**src/rtl/instr_sequencer.sv**
```systemverilog
// ---------------------------------------------------------------------------
// instr_sequencer
// Multi-cycle fetch/decode/execute controller for the MiniMicro CPU.
// Fetches 32-bit instructions over a req/valid handshake, holds them in an
// instruction register and splits them into fields. It dispatches ALU ops with
// a start/done handshake, and issues write-back, pc update, jumps and halt.
//
// Ports:
//   clk            system clock, rising edge
//   rst_n          asynchronous active-low reset
//   i_run          level enable for the sequencer
//   o_imem_req     fetch request, held high until accepted
//   o_imem_addr    fetch address (= pc)
//   i_imem_valid   instruction data valid (sampled only in FETCH)
//   i_imem_rdata   instruction word
//   o_opcode       IR[31:27]
//   o_destination  IR[26:18]
//   o_source_1     IR[17:9]
//   o_source_2     IR[8:0]
//   o_alu_start    one-cycle pulse launching an ALU op
//   i_alu_done     ALU result ready (sampled only in WAIT_ALU)
//   o_rf_we        one-cycle register-file write enable
//   o_rf_waddr     register-file write address (= destination)
//   o_pc           current program counter
//   o_busy         high in every state except IDLE and HALT
//   o_halted       high in HALT
//   o_illegal      one-cycle pulse on a reserved opcode
// ---------------------------------------------------------------------------
module instr_sequencer #(
    parameter int PC_WIDTH          = 8,
    parameter int INSTRUCTION_WIDTH = 32
) (
    input  logic                         clk,
    input  logic                         rst_n,
    input  logic                         i_run,
    output logic                         o_imem_req,
    output logic [PC_WIDTH-1:0]          o_imem_addr,
    input  logic                         i_imem_valid,
    input  logic [INSTRUCTION_WIDTH-1:0] i_imem_rdata,
    output logic [4:0]                   o_opcode,
    output logic [8:0]                   o_destination,
    output logic [8:0]                   o_source_1,
    output logic [8:0]                   o_source_2,
    output logic                         o_alu_start,
    input  logic                         i_alu_done,
    output logic                         o_rf_we,
    output logic [8:0]                   o_rf_waddr,
    output logic [PC_WIDTH-1:0]          o_pc,
    output logic                         o_busy,
    output logic                         o_halted,
    output logic                         o_illegal
);

    typedef enum logic [2:0] {
        S_IDLE,
        S_FETCH,
        S_DECODE,
        S_EXEC,
        S_WAIT_ALU,
        S_WB,
        S_HALT
    } state_t;

    localparam logic [4:0] OP_JMP  = 5'd30;
    localparam logic [4:0] OP_HALT = 5'd31;

    state_t                         r_state;
    state_t                         w_state_next;
    logic [PC_WIDTH-1:0]            r_pc;
    logic [PC_WIDTH-1:0]            w_pc_next;
    logic [INSTRUCTION_WIDTH-1:0]   r_ir;
    logic [INSTRUCTION_WIDTH-1:0]   w_ir_next;

    logic [4:0]                     w_op;
    logic                           w_is_alu;
    logic                           w_is_reserved;
    logic [PC_WIDTH-1:0]            w_pc_inc;
    logic [PC_WIDTH-1:0]            w_jmp_target;
    state_t                         w_retire_state;

    // Field outputs come straight from IR so they stay stable DECODE..WB.
    assign w_op          = r_ir[31:27];
    assign o_opcode      = r_ir[31:27];
    assign o_destination = r_ir[26:18];
    assign o_source_1    = r_ir[17:9];
    assign o_source_2    = r_ir[8:0];
    assign o_rf_waddr    = r_ir[26:18];
    assign o_pc          = r_pc;
    assign o_imem_addr   = r_pc;

    assign w_is_alu      = (w_op >= 5'd1)  && (w_op <= 5'd19);
    assign w_is_reserved = (w_op >= 5'd20) && (w_op <= 5'd29);
    // Natural overflow gives the silent wrap from 2^PC_WIDTH-1 to 0.
    assign w_pc_inc      = r_pc + PC_WIDTH'(1);
    // Jump target is the low PC_WIDTH bits of the source_2 field.
    assign w_jmp_target  = r_ir[PC_WIDTH-1:0];
    // run is sampled in the retiring cycle to choose between FETCH and IDLE.
    assign w_retire_state = i_run ? S_FETCH : S_IDLE;

    always_ff @(posedge clk or negedge rst_n) begin
        if (!rst_n) begin
            r_state <= S_IDLE;
            r_pc    <= '0;
            r_ir    <= '0;
        end else begin
            r_state <= w_state_next;
            r_pc    <= w_pc_next;
            r_ir    <= w_ir_next;
        end
    end

    always_comb begin
        w_state_next = r_state;
        w_pc_next    = r_pc;
        w_ir_next    = r_ir;
        o_imem_req   = 1'b0;
        o_alu_start  = 1'b0;
        o_rf_we      = 1'b0;
        o_illegal    = 1'b0;
        o_busy       = 1'b1;
        o_halted     = 1'b0;
        case (r_state)
            S_IDLE: begin
                o_busy = 1'b0;
                if (i_run) begin
                    w_state_next = S_FETCH;
                end
            end
            S_FETCH: begin
                o_imem_req = 1'b1;
                if (i_imem_valid) begin
                    w_ir_next    = i_imem_rdata;
                    w_state_next = S_DECODE;
                end
            end
            S_DECODE: begin
                if (w_is_alu) begin
                    w_state_next = S_EXEC;
                end else if (w_op == OP_HALT) begin
                    w_state_next = S_HALT;
                end else begin
                    // NOP, JMP and reserved opcodes all retire from here.
                    w_pc_next    = (w_op == OP_JMP) ? w_jmp_target : w_pc_inc;
                    o_illegal    = w_is_reserved;
                    w_state_next = w_retire_state;
                end
            end
            S_EXEC: begin
                o_alu_start  = 1'b1;
                w_state_next = S_WAIT_ALU;
            end
            S_WAIT_ALU: begin
                if (i_alu_done) begin
                    w_state_next = S_WB;
                end
            end
            S_WB: begin
                o_rf_we      = 1'b1;
                w_pc_next    = w_pc_inc;
                w_state_next = w_retire_state;
            end
            S_HALT: begin
                o_busy   = 1'b0;
                o_halted = 1'b1;
            end
            default: begin
                w_state_next = S_IDLE;
            end
        endcase
    end

endmodule

```
**config.mk**
```make
export PLATFORM = sky130hd
export DESIGN_NAME = instr_sequencer
export DESIGN_NICKNAME = d
export VERILOG_FILES = /design/src/rtl/instr_sequencer.sv
export SDC_FILE = /design/constraint.sdc
export NUM_CORES = 1
export LEC_CHECK = 0
export CELL_PAD_IN_SITES_DETAIL_PLACEMENT = 1
export CELL_PAD_IN_SITES_GLOBAL_PLACEMENT = 2
export CORE_MARGIN = 8
export CORE_UTILIZATION = 25
export DETAILED_ROUTE_END_ITERATION = 6
export PLACE_DENSITY = 0.81
export SLEW_MARGIN = 0
export SYNTH_ARGS = -nofsm -noshare
export SYNTH_HDL_FRONTEND = slang
export SYNTH_SLANG_ARGS = --single-unit
```
**constraint.sdc**
```tcl
create_clock -name clk -period 2.2 [get_ports clk]
set_input_delay 0.66 -clock clk [delete_from_list [all_inputs] [get_ports clk]]
set_output_delay 0.66 -clock clk [all_outputs]
set_load 0.05 [all_outputs]
```
---- After elaboration in Yosys (flattened, before gate mapping) ----
Index checks and enable logic that the tools add are counted.
operators by class
  add/subtract/negate cells ............... 1
  magnitude comparators ................... 4
  equality and inequality tests ........... 13
  muxes and demuxes ....................... 19
  bitwise gates (word level) .............. 1
  reductions and logical operators ........ 8
operator list
  operator                                                               number
  8-bit 2-to-1 mux                                                       3
  3-bit one-hot mux with 7 select lines                                  1
  8-bit one-hot mux with 2 select lines                                  1
  3-bit 2-to-1 mux                                                       5
  5-bit == test, second input constant                                   2
  5-bit <= comparator, second input constant                             2
  2-bit inequality test, second input constant                           5
  3-bit == test, second input constant                                   3
  1-bit 2-to-1 mux                                                       9
  8-bit by 1-bit adder with 8-bit output, second input constant          1
  3-bit by 2-bit == test with 1-bit output, second input constant        2
  5-bit by 1-bit >= comparator with 1-bit output, second input constant  1
  5-bit >= comparator, second input constant                             1
  4-bit AND reduction                                                    1
  3-bit by 1-bit == test with 1-bit output, second input constant        1
  3-bit logical NOT                                                      1
  3-bit AND reduction                                                    1
  1-bit logical AND                                                      2
  2-bit AND reduction                                                    1
  2-bit nonzero test                                                     1
  2-bit OR reduction                                                     1
  1-bit NOT                                                              1
word-level totals
  register bits after elaboration ......... 43
  bits of input ports ..................... 37
  output and inout port bits .............. 63

---- Depth between registers and ports, before layout ----
  word-level depth ........................ 5
  mapped depth ............................ 7
  mapped depth without buffers ............ 5

---- Worst setup path before layout ----
Ideal clock, no wire load.
  path type ............................... register to register
  start point ............................. reg r_state[1]
  end point ............................... reg r_ir[0]
  data arrival time ....................... 2741 ps
  slack ................................... -665 ps
  cell stages (with the launch flop) ...... 7
  path buffers ............................ 3
  cell sequence ........................... dfrtp_1 > buf_2 > nor3b_1 > and2_1 > buf_2 > buf_2 > mux2_2
on the way
  word-level cells in the longest chain between the ends .. 2
ends and longest elaborated chain
  what                                      RTL line  RTL
  start: declaration                        67        state_t r_state;
  start signal: assignment                  106       r_state <= w_state_next;
  3-bit by 1-bit == test with 1-bit output  122       case (r_state)
  2-bit AND reduction (no line)             --
  end signal: assignment                    108       r_ir <= w_ir_next;
  end: declaration                          71        logic [INSTRUCTION_WIDTH-1:0] r_ir;
No other way between the ends.
A chain may end at the register's enable or synchronous reset.

---- Final worst setup path ----
  start point ............................. reg r_ir[19]
  end point ............................... out o_destination[1]
RTL lines
  what              RTL line  RTL
  end: declaration  41        output logic [8:0] o_destination,
No word-level cell between the ends.

==> impl_metrics.yaml <==
yosys:
  synth_fa_ha_area_frac: 0.00559
  synth_top_cell_area_share: 0.480
  ys_ff_latch: 43
  synthTopCellsByArea: "dfrtp_1 (48%), mux2_2 (17%), buf_4 (6.0%)"
  synth-simple-area-share: 0.0860
  async_flop_share: 1.00
  synth.net_count: 227
  synth_flop_cell: "dfrtp_1"
  synth_top_family_by_area: "multiplexers"
  synth_seq_area_share: 0.480
  synth_top_cell_by_area: "dfrtp_1"
  synth_edf_count: 0
  synthCells: 189
  synth_compound_area_frac: 0.137
  syn-cell-area_sq_um: 2240
  yosysWarnings: 0
  syn_area_per_cell_sq_um: 11.8
  ys_types: 48
  synth_xor_area_frac: 0.00391
  synthMuxAreaShare: 0.189
sta:
  fin_skew_ns: 0.00889
  layout_setup_ws_ns: 0.0647
  finalCritPeriodShare: 0.971
  min_period_ns: 2.14
  hold_viol_final: 0
  worst-slew-pin-transition_ns: 0.580
  setup_viol: 0
  drv_slew: 0
  setup_tns_ns: 0
  rsz0062_at_grt: "no"
  fmax_mhz: 468
  relSlewSlack: 0.612
worst_setup_path:
  arrival_ns: 1.48
  rr_startpoint: "r_ir[30]"
  r2r_cells: 4
  crit_type: "register to output port"
  reg2reg_to: "o_imem_addr[1]"
  crit_path_end_kind: "output port"
  cp_num_buf_inv: 1
  cp_cell_sequence: "clkdlybuf4s50_1"
  cp.required_ns: 1.54
  critPathLaunchType: "register"
  critical-path-top-delay-family: "buffers and inverters"
  crit_fanout: 3
  startpoint: "r_ir[19]"
  r2r_slack_ns: 0.27
  max_stage_delay_ns: 0.81
  cp_slowest_cell: "clkdlybuf4s50_1"
global_routing:
  antenna_found_initial: 0
  grt_overflow: 0
  groute.layer.met2.usage: 0.183
  busiest_layer: "met2"
  grt_max_degree: 44
  grt_pass1_wl_um: 11100
  use_met1: 0.123
  grt_pass1_vias: 2102
  grt_use_total: 0.109
  use_met3: 0.0492
clocking:
  postCtsHoldBufs: 0
  clk_latency_ns: 0.29
  numCtsBuffers: 5
  cts_sinks: 43
  cts-root-buf: "clkbuf_8"
  cts.path.max_buffers: 2
  htree_num_levels: 2
  tritoncts: "built"
  clkTransAtPathRegs_ns: 0.09
route:
  ant_nets: 0
  drtIter0Drc: 37
  drt_wl_total_um: 6710
  wl_per_cell_um: 17.2
  viasPerCell: 4.76
  vias: 1850
  drcViolationCount: 0
  first_pass_iters: 4
cells_and_area:
  most-common-layout-cells: "clkdlybuf4s50_1 (50), buf_4 (45), dfrtp_1 (41), mux2_2 (33)"
  area_growth_pct: 52.4
  layout.nets: 319
  mostFrequentLayoutCell: "clkdlybuf4s50_1"
  final_cell_area_sq_um: 3410
  fin_util: 0.391
  antenna_cells: 0
  final_layout_size_suffix_gt1_frac: 0.374
placed_design:
  place_ws_ns: 0.137
  dpl_cell_area_sq_um: 3280
  hpwl_um: 5020
  gp_congestion: 0.728
  numPortBuffers: 99
floorplanning:
  fp-row-count: 34
  die_area_sq_um: 12200
  dieHeight_um: 111
  initial_utilization: 0.257
  fp.dieW_um: 111
  pin_count: 100
  core_sq_um: 8720
hold_path:
  hold_class: "input port to asynchronous set/reset pin"
run_status:
  outcome: "finished clean"
flow_run:
  max_cap_violations: 0
==> worst max-delay path by stage <==
stage	end	depth (start not counted)
2_1_floorplan	o_illegal	3
3_3_place_gp	r_ir[14]	4
3_5_place_dp	r_ir[3]	4
4_1_cts	o_rf_waddr[7]	1
5_1_grt	o_destination[0]	1
6_report	o_destination[1]	1
==> area by class of cell <==
| type | count | area [sq um] |
|---|---|---|
| inverter | 6 | 22.5 |
| tap | 108 | 135 |
| multi-input combinational | 113 | 971 |
| clock inverter | 1 | 30.0 |
| clock buffer | 6 | 72.6 |
| sequential | 43 | 1080 |
| fill | 963 | 5310 |
| timing repair buffer | 112 | 1100 |
==> routing by layer <==
layer  up-vias  share of wire
li1        864              -
met1       915           0.41
met2        63           0.49
met3         8          0.083
met4         0          0.013
met5         -              0
==> cell families (layout without fill, tap and decap cells) <==
| logic type | count (synthesis) | count (layout) |
|---|---|---|
| simple gates | 33 | 33 |
| compound gates | 40 | 40 |
| flops | 43 | 43 |
| buf+inv | 33 | 125 |
| fa+ha+maj | 1 | 1 |
| mux | 38 | 38 |
| xor+xnor | 1 | 1 |
==> state kept, by name (all words and copies together) (netlist names) <==
name,count
r_ir,32
o_imem_addr,8
r_state,3
==> repair_timing <==
| item | 4_1_cts | 5_1_grt |
|---|---|---|
| resized for setup | 1 | 10 |
| pin swaps | 1 | 1 |
| buffers inserted | 1 | 0 |
| gates cloned | 0 | 0 |
| setup endpoints to repair | 1 | 9 |
==> cells in the mapped netlist, drive strengths merged (3+ instances only) <==
library cell   n
a2bb2oi        3
nand3          3
dfrtp         43
mux2          34
inv            6
nand2          8
o31ai          3
nor2           3
a22oi          3
and3           4
mux2i          4
a21oi          4
o21ai          8
buf           26
==> stage by stage <==
stage               cells  hold WS, ns
finish                389        0.448
global route          389        0.495
CTS                   389        0.467
detailed placement    381        0.497
global placement      381        0.490
floorplan             189        0.364
Power is not shown: default switching activity piles up to over one toggle a cycle in this logic, so the estimate is an artifact.
